[src/rtl/bcd_scan_ctrl.sv]
// bcd_scan_ctrl: 3-digit packed-BCD up-counter with a prescaled run tick, a
// manual step and a load, driving one shared 7-segment decoder through a
// time-multiplexed digit and active-low digit enables.
module bcd_scan_ctrl #(
    parameter int TICK_DIV = 100_000_000,
    parameter int SCAN_DIV = 100_000,
    parameter int BLANK_LZ = 1
) (
    input  logic        clk,
    input  logic        reset,
    input  logic        run,
    input  logic        step,
    input  logic        load,
    input  logic [11:0] load_val,
    output logic [11:0] bcd_val,
    output logic        wrap,
    output logic [3:0]  digit_hex,
    output logic [2:0]  an,
    output logic        dp
);

    localparam int PW = (TICK_DIV > 2) ? $clog2(TICK_DIV) : 1;
    localparam int SW = (SCAN_DIV > 2) ? $clog2(SCAN_DIV) : 1;
    localparam logic [PW-1:0] PRESC_LAST = PW'(TICK_DIV - 1);
    localparam logic [SW-1:0] SCAN_LAST  = SW'(SCAN_DIV - 1);

    logic [PW-1:0] presc_r;
    logic [SW-1:0] scnt_r;
    logic [1:0]    idx_r;
    logic [11:0]   bcd_r;
    logic          wrap_r;
    logic [3:0]    digit_hex_r;
    logic [2:0]    an_r;
    logic          dp_r;

    logic          inc_s;
    logic [1:0]    idx_nxt_s;
    logic [3:0]    sel_digit_s;
    logic          blank_s;
    logic [2:0]    an_nxt_s;

    // Out-of-range digits are replaced by zero so the count stays valid BCD.
    function automatic logic [3:0] sanitize_digit(input logic [3:0] d);
        return (d > 4'd9) ? 4'd0 : d;
    endfunction

    // Packed-BCD +1 with per-digit carry; bit 12 flags the 999 -> 000 rollover.
    function automatic logic [12:0] bcd_inc(input logic [11:0] v);
        logic [3:0] h;
        logic [3:0] t;
        logic [3:0] o;
        logic       w;
        h = v[11:8];
        t = v[7:4];
        o = v[3:0];
        w = 1'b0;
        if (o == 4'd9) begin
            o = 4'd0;
            if (t == 4'd9) begin
                t = 4'd0;
                if (h == 4'd9) begin
                    h = 4'd0;
                    w = 1'b1;
                end else begin
                    h = h + 4'd1;
                end
            end else begin
                t = t + 4'd1;
            end
        end else begin
            o = o + 4'd1;
        end
        return {w, h, t, o};
    endfunction

    // Increment request, next digit index, selected digit and blanking decision.
    always_comb begin
        inc_s = step | (run & (presc_r == PRESC_LAST));

        idx_nxt_s = idx_r;
        case (idx_r)
            2'd0:    idx_nxt_s = (scnt_r == SCAN_LAST) ? 2'd1 : 2'd0;
            2'd1:    idx_nxt_s = (scnt_r == SCAN_LAST) ? 2'd2 : 2'd1;
            2'd2:    idx_nxt_s = (scnt_r == SCAN_LAST) ? 2'd0 : 2'd2;
            default: idx_nxt_s = 2'd0;
        endcase

        sel_digit_s = 4'd0;
        an_nxt_s    = 3'b111;
        case (idx_nxt_s)
            2'd0: begin
                sel_digit_s = bcd_r[3:0];
                an_nxt_s    = 3'b110;
            end
            2'd1: begin
                sel_digit_s = bcd_r[7:4];
                an_nxt_s    = 3'b101;
            end
            2'd2: begin
                sel_digit_s = bcd_r[11:8];
                an_nxt_s    = 3'b011;
            end
            default: begin
                sel_digit_s = 4'd0;
                an_nxt_s    = 3'b111;
            end
        endcase

        if (BLANK_LZ != 0) begin
            blank_s = ((idx_nxt_s == 2'd2) && (bcd_r[11:8] == 4'd0)) ||
                      ((idx_nxt_s == 2'd1) && (bcd_r[11:4] == 8'd0));
        end else begin
            blank_s = 1'b0;
        end
    end

    // Run prescaler: counts only while running, cleared by load.
    always_ff @(posedge clk) begin
        if (reset) begin
            presc_r <= '0;
        end else if (load) begin
            presc_r <= '0;
        end else if (run) begin
            presc_r <= (presc_r == PRESC_LAST) ? '0 : presc_r + PW'(1);
        end else begin
            presc_r <= presc_r;
        end
    end

    // BCD count and rollover pulse; load wins over any increment request.
    always_ff @(posedge clk) begin
        if (reset) begin
            bcd_r  <= 12'h000;
            wrap_r <= 1'b0;
        end else if (load) begin
            bcd_r  <= {sanitize_digit(load_val[11:8]),
                       sanitize_digit(load_val[7:4]),
                       sanitize_digit(load_val[3:0])};
            wrap_r <= 1'b0;
        end else if (inc_s) begin
            {wrap_r, bcd_r} <= bcd_inc(bcd_r);
        end else begin
            bcd_r  <= bcd_r;
            wrap_r <= 1'b0;
        end
    end

    // Free-running scan timer and digit index.
    always_ff @(posedge clk) begin
        if (reset) begin
            scnt_r <= '0;
            idx_r  <= 2'd0;
        end else begin
            scnt_r <= (scnt_r == SCAN_LAST) ? '0 : scnt_r + SW'(1);
            idx_r  <= idx_nxt_s;
        end
    end

    // Display outputs follow the index on the same edge it changes.
    always_ff @(posedge clk) begin
        if (reset) begin
            digit_hex_r <= 4'h0;
            an_r        <= 3'b110;
            dp_r        <= 1'b1;
        end else begin
            digit_hex_r <= sel_digit_s;
            an_r        <= blank_s ? 3'b111 : an_nxt_s;
            dp_r        <= ((idx_nxt_s == 2'd0) && !run) ? 1'b0 : 1'b1;
        end
    end

    assign bcd_val   = bcd_r;
    assign wrap      = wrap_r;
    assign digit_hex = digit_hex_r;
    assign an        = an_r;
    assign dp        = dp_r;

endmodule

[config.mk]
export PLATFORM = sky130hd
export DESIGN_NAME = bcd_scan_ctrl
export DESIGN_NICKNAME = d
export VERILOG_FILES = /design/src/rtl/bcd_scan_ctrl.sv
export SDC_FILE = /design/constraint.sdc
export NUM_CORES = 1
export LEC_CHECK = 0
export ABC_AREA = 1
export BUFFER_PORTS_ARGS = -buffer_cell sky130_fd_sc_hd__buf_4
export CAP_MARGIN = 20
export CORE_ASPECT_RATIO = 0.8
export CORE_MARGIN = 2
export CORE_UTILIZATION = 31
export DETAILED_ROUTE_END_ITERATION = 16
export MAX_ROUTING_LAYER = met4
export PLACE_DENSITY = 0.58
export SYNTH_ARGS = -nofsm -noshare
export SYNTH_HDL_FRONTEND = slang
export SYNTH_SLANG_ARGS = --single-unit
export TNS_END_PERCENT = 5
[constraint.sdc]
create_clock -name clk -period 2.2 [get_ports clk]
set_input_delay 0.44 -clock clk [delete_from_list [all_inputs] [get_ports clk]]
set_output_delay 0.44 -clock clk [all_outputs]
set_load 0.05 [all_outputs]
---- After elaboration in Yosys (flattened, before gate mapping) ----
Index checks and enable logic that the tools add are counted.
operators by class
  add/subtract/negate cells ............... 5
  $lt $le $gt $ge ......................... 3
  eq/ne operators ......................... 9
  muxes and demuxes ....................... 21
  bitwise logic cells ..................... 5
  reduce and logical (&&, ||, !) cells .... 18
operator list
  cell                     count
  $mux W4                  9
  $add A27 B1 Y27 const B  1
  $eq A27 B27 Y1 const B   1
  $mux W27                 1
  $mux W12                 2
  $add A17 B1 Y17 const B  1
  $eq A17 B17 Y1 const B   1
  $add A4 B1 Y4 const B    3
  $eq A4 B4 Y1 const B     3
  $gt A4 B4 Y1 const B     3
  $pmux W4 S3              1
  $pmux W3 S3              1
  $logic_not A8 Y1         1
  $pmux W2 S3              1
  $reduce_bool A2 Y1       3
  $reduce_or A2 Y1         3
  $reduce_or A5 Y1         1
  $eq A2 B1 Y1 const B     2
  $eq A2 B2 Y1 const B     2
  $logic_not A2 Y1         2
  $logic_not A4 Y1         1
  $mux W1                  4
  $mux W2                  2
  $logic_and A1 B1 Y1      3
  7 further kinds          9
storage, ports and cells
  register bits ........................... 67
  input port bits ......................... 17
  output and inout bits ................... 21
  logic and storage cells ................. 72

---- Longest topological paths before layout ----
  word-level depth ........................ 7
  mapped depth ............................ 12
  depth with buffers taken out ............ 12

---- Worst setup path before layout ----
OpenSTA, ideal clock, no wires.
  path kind ............................... register -> register
  start ................................... register bcd_r[0] (netlist: bcd_val[0])
  end ..................................... register bcd_r[9] (netlist: bcd_val[9])
  setup time .............................. 0.117 ns
  data arrival time ....................... 1.622 ns
  required time ........................... 2.083 ns
  setup slack ............................. 0.461 ns
  stages on the path, launching flop included .. 8
  path buffers ............................ 1
  clock period less this slack ............ 1.739 ns
  path through ............................ dfxtp_1 > nand2_1 > o21ai_2 > and2_1 > buf_2 > nand3_1 > nand2_1 > nor2_1
on the way
  word-level cells in the longest chain between the ends .. 3
RTL lines
  element                       line  text
  from (decl)                   30    logic [11:0] bcd_r;
  from (signal assigned)        136   bcd_r <= {sanitize_digit(load_val[11:8]),
  from (signal assigned)        141   {wrap_r, bcd_r} <= bcd_inc(bcd_r);
  from (signal assigned)        143   bcd_r <= bcd_r;
  $eq A4 B4 Y1                  57    if (o == 4'd9) begin
  $reduce_bool A2 Y1 (no line)  n/a
  $reduce_and A3 Y1 (no line)   n/a
Every way passes these cells.
A chain may end at the register's enable or synchronous reset.

---- Worst setup path in the final report ----
  start ................................... register scnt_r[0]
  end ..................................... register digit_hex_r[1] (netlist: digit_hex[1])
on the way
  word-level cells in the longest chain between the ends .. 5
  elaborated cells between the ends (all ways) .. 9
  those cells by class .................... 3 x eq/ne; 5 x mux; 1 x reduce/logical
RTL lines
  element                               line        text
  from (decl)                           28          logic [SW-1:0] scnt_r;
  from (signal assigned)                154         scnt_r <= (scnt_r == SCAN_LAST) ? '0 : scnt_r + SW'(1);
  $eq A17 B17 Y1 *                      82, 83, 84
  $mux W2 (tied with other cells)       83          2'd1: idx_nxt_s = (scnt_r == SCAN_LAST) ? 2'd2 : 2'd1;
  $pmux W2 S3 *                         81          case (idx_r)
  $eq A2 B2 Y1 (tied with other cells)  90          case (idx_nxt_s)
  $pmux W4 S3 *                         90
  to (signal assigned)                  166         digit_hex_r <= sel_digit_s;
  to (decl)                             32          logic [3:0] digit_hex_r;
Every way passes the cells marked *; elsewhere a longest branch is shown, timed or not.

==> run_results.csv <==
group,metric,value,unit
finish,register_area,1340,um^2
worst_setup_path,crit_path_max_fanout,6,
clock_network,ctsHoldBuffers,0,
worst_setup_path,rr_startpoint,"scnt_r[0]",
synth,synth_edf_count,0,
sta,rsz0062_at_grt,"false",
synth,synthDistinctLibCells,36,
worst_setup_path,cpPeakStageDelay,350,ps
sta,finClkSkew,7.25,ps
synth,ys_ff_latch,67,
global_route,grt_first_pass_wirelength,15000,um
sta,finalSetupTns,0,ps
detailed_routing,dr.pass1.iters,5,
job,drv_cap,0,
clock_network,cts_sinks,67,
sta,final-hold-violation-count,0,
detailed_routing,wl_per_cell,11.8,um
worst_setup_path,r2r_cells,11,
clock_network,cts_resized,0,
synth,synth-main-ff-cell,"dfxtp_1",
sta,final_max_slew_viol_count,0,
die,initial_core_util,31.6,%
global_route,grt_pass1_vias,3214,
synth,synth-adder-area-share,0.693,%
placed_design,io_buffers,37,
finish,n_antenna_cell,0,
die,core,11400,um^2
sta,relSlewSlack,68.9,%
worst_setup_path,r2r_setup_slack,420,ps
detailed_routing,vias,3537,
worst_hold_path,whs_endpoint,"bcd_val[3]",
die,dieHeight,101,um
sta,timing.fmax,563,MHz
placed_design,place_ws,411,ps
worst_setup_path,crit_type,"reg -> reg",
clock_network,clk_latency,330,ps
synth,yosys.area_share.simple,39.3,%
finish,layout.nets,609,
clock_network,post_cts_buffers,0,
power,power_density,673,nW/um^2
worst_setup_path,slowest_stage,"dfxtp_1",
clock_network,clk_pin_slew,50,ps
sta,setup_slack,425,ps
detailed_routing,drc,0,
die,die_width,125,um
worst_setup_path,cp-end-kind,"register",
synth,synth_warnings,0,
worst_setup_path,crit_top_cell,"nand2_1",
synth,synth-xor-area-share,2.67,%
die,die-area,12500,um^2
synth,synth_area_leader_cell,"dfxtp_1",
worst_setup_path,timing.rr.end,"digit_hex[1]",
synth,syn_avg_cell_area,6.53,um^2
detailed_routing,ant_nets,0,
placed_design,place_hpwl,6530,um
worst_hold_path,hp-class,"in -> reg",
placed_design,dp.cells,727,
worst_setup_path,start_kind,"register",
clock_network,cts-root-buf,"clkbuf_16",
synth,synthTopCellsByArea,"dfxtp_1 (37%), nand2_1 (13%), nor2_1 (9.2%)",
finish,syn_to_final_growth,19.4,%
clock_network,cts_made_buffers,9,
power,vdd_ir_drop_max,0.392,mV
global_route,track_usage,14.8,%
finish,stdcell_count,743,
global_route,grt.overflow.total,0,
sta,tightestPinTransition,463,ps
status,status,"complete, no violations",
synth,synthCells,553,
power,p_leak,1.78,nW
synth,seq_area_frac_synth,37.2,%
detailed_routing,drt_iter0_drc,162,
synth,synth_compound_area_share,10.9,%
global_route,antenna_found_initial,0,
synth,ys_async_sr_fraction,0,%
placed_design,place.gp.congestion,0.857,
synth,synth.area.mux_share,0,%
worst_setup_path,critical_path_required,2460,ps
die,rows,35,
power,power,0.00290,W
worst_hold_path,whs_path_depth,2,
sta,finalCritPeriodShare,80.7,%
synth,syn_nets,572,
finish,drive_above_1_share,13.3,%
synth,synth_top_family_by_area,"simple AND/OR/NAND/NOR gates",
worst_setup_path,worst-endpoint-arrival,2040,ps
synth,synth_area,3610,um^2
sta,min_period,1780,ps
worst_hold_path,timing.hold.worst.start,"reset",
synth,yosysTopAreaCellShare,37.2,%
clock_network,htreeDepth,3,
clock_network,cts_tree,"built",
die,boundaryPins,38,
clock_network,cts_max_path_buffers,2,
detailed_routing,wl,8760,um
finish,multi_input_area,1930,um^2
global_route,grt_max_degree,22,
worst_setup_path,cp_cell_sequence,"ha_1 -> nand2_1 -> inv_1 -> nand2_1 -> nor2_1 -> nand3_1 -> nand2_1 -> nand2_1 -> nor2_2 -> nand3_1 -> nand2_1",
finish,nFillCells,1195,
sta,fin_hold_ws,346,ps
sta,finalSetupViolations,0,
detailed_routing,vias_per_cell,4.76,
==> worst max path at each step <==
stage	from	endpoint	slack [ps]	cells past startpoint
6_report	scnt_r[0]	digit_hex[1]	420	11
5_1_grt	scnt_r[0]	digit_hex[1]	160	11
4_1_cts	scnt_r[0]	digit_hex[1]	390	11
3_5_place_dp	scnt_r[0]	digit_hex[1]	410	11
3_3_place_gp	run	presc_r[20]	420	8
2_1_floorplan	bcd_val[0]	bcd_val[9]	460	7
==> cells by family (layout without fill, tap and decap cells) <==
kind of cell / Yosys count / after routing
xor+xnor: 11 / 11
fa+ha+maj: 2 / 2
flops: 67 / 67
compound gates: 71 / 71
simple gates: 316 / 316
buf+inv: 86 / 128
==> critical path: cells and delay by family, from the launching register on <==
family / cells / cell delay, ps
simple gates: 9 / 1130
flops: 1 / 350
fa+ha+maj: 1 / 170
buf+inv: 1 / 70
==> flip-flops by register name, indices dropped and copies added (netlist names) <==
| signal | flops |
|---|---|
| an | 3 |
| bcd_val | 12 |
| digit_hex | 4 |
| dp | 1 |
| idx_r | 2 |
| presc_r | 27 |
| scnt_r | 17 |
| wrap | 1 |
==> report_power, final <==
| part | switching, W | leakage (nW) | internal, W |
|---|---|---|---|
| Combinational | 0.000189 | 1.10 | 0.0000989 |
| Sequential | 0.0000348 | 0.543 | 0.00124 |
| Clock | 0.000522 | 0.141 | 0.000815 |
==> cell usage after synthesis (all sizes together) (2+ instances only) <==
cell and count:
a21oi 36, nand3b 3, inv 72, nor3b 3
buf 7, dfxtp 67, o21a 4, nor4 6
xor2 8, xnor2 3, or2 3, nand2 126
ha 2, a31oi 4, nor2 92, o21ai 24
nand3 54, clkbuf 7, nand4 13, nor3 15
==> area by class of cell <==
| class | instances | area share, % |
|---|---|---|
| multi-input combinational | 400 | 44.8 |
| sequential | 67 | 31.1 |
| timing repair buffer | 40 | 6.97 |
| clock inverter | 5 | 0.639 |
| inverter | 72 | 6.27 |
| tap | 148 | 4.30 |
| clock buffer | 11 | 5.87 |
==> cell usage in the layout, fill, tap and decap left out, drive strengths merged, types with 4 or more instances in the layout <==
cell type and n:
nand4 13, a31oi 4, clkbuf 11, nand3 54, nor4 6, dfxtp 67
buf 40, nor2 92, inv 72, xor2 8, clkinv 4, o21a 4
nand2 126, o21ai 24, nor3 15, a21oi 36
==> stage by stage <==
step / cell area (um^2) / util [%]
floorplan: 3610 / -
global placement: 4030 / 35.2
detailed placement: 4030 / 35.2
CTS: 4310 / 37.7
global route: 4310 / 37.7
finish: 4310 / 37.7
==> routing by layer <==
layer | vias to the layer above | wire length (um) | part of all wire, % | track usage, %
met5 | - | 0 | 0 | -
met4 | 0 | 72 | 0.82 | 3.80
met3 | 6 | 375 | 4.3 | 3.50
met2 | 74 | 3850 | 44 | 22.9
met1 | 1599 | 4470 | 51 | 19.7
li1 | 1858 | - | - | -
Note: power is estimated with default switching activity, not from simulation.
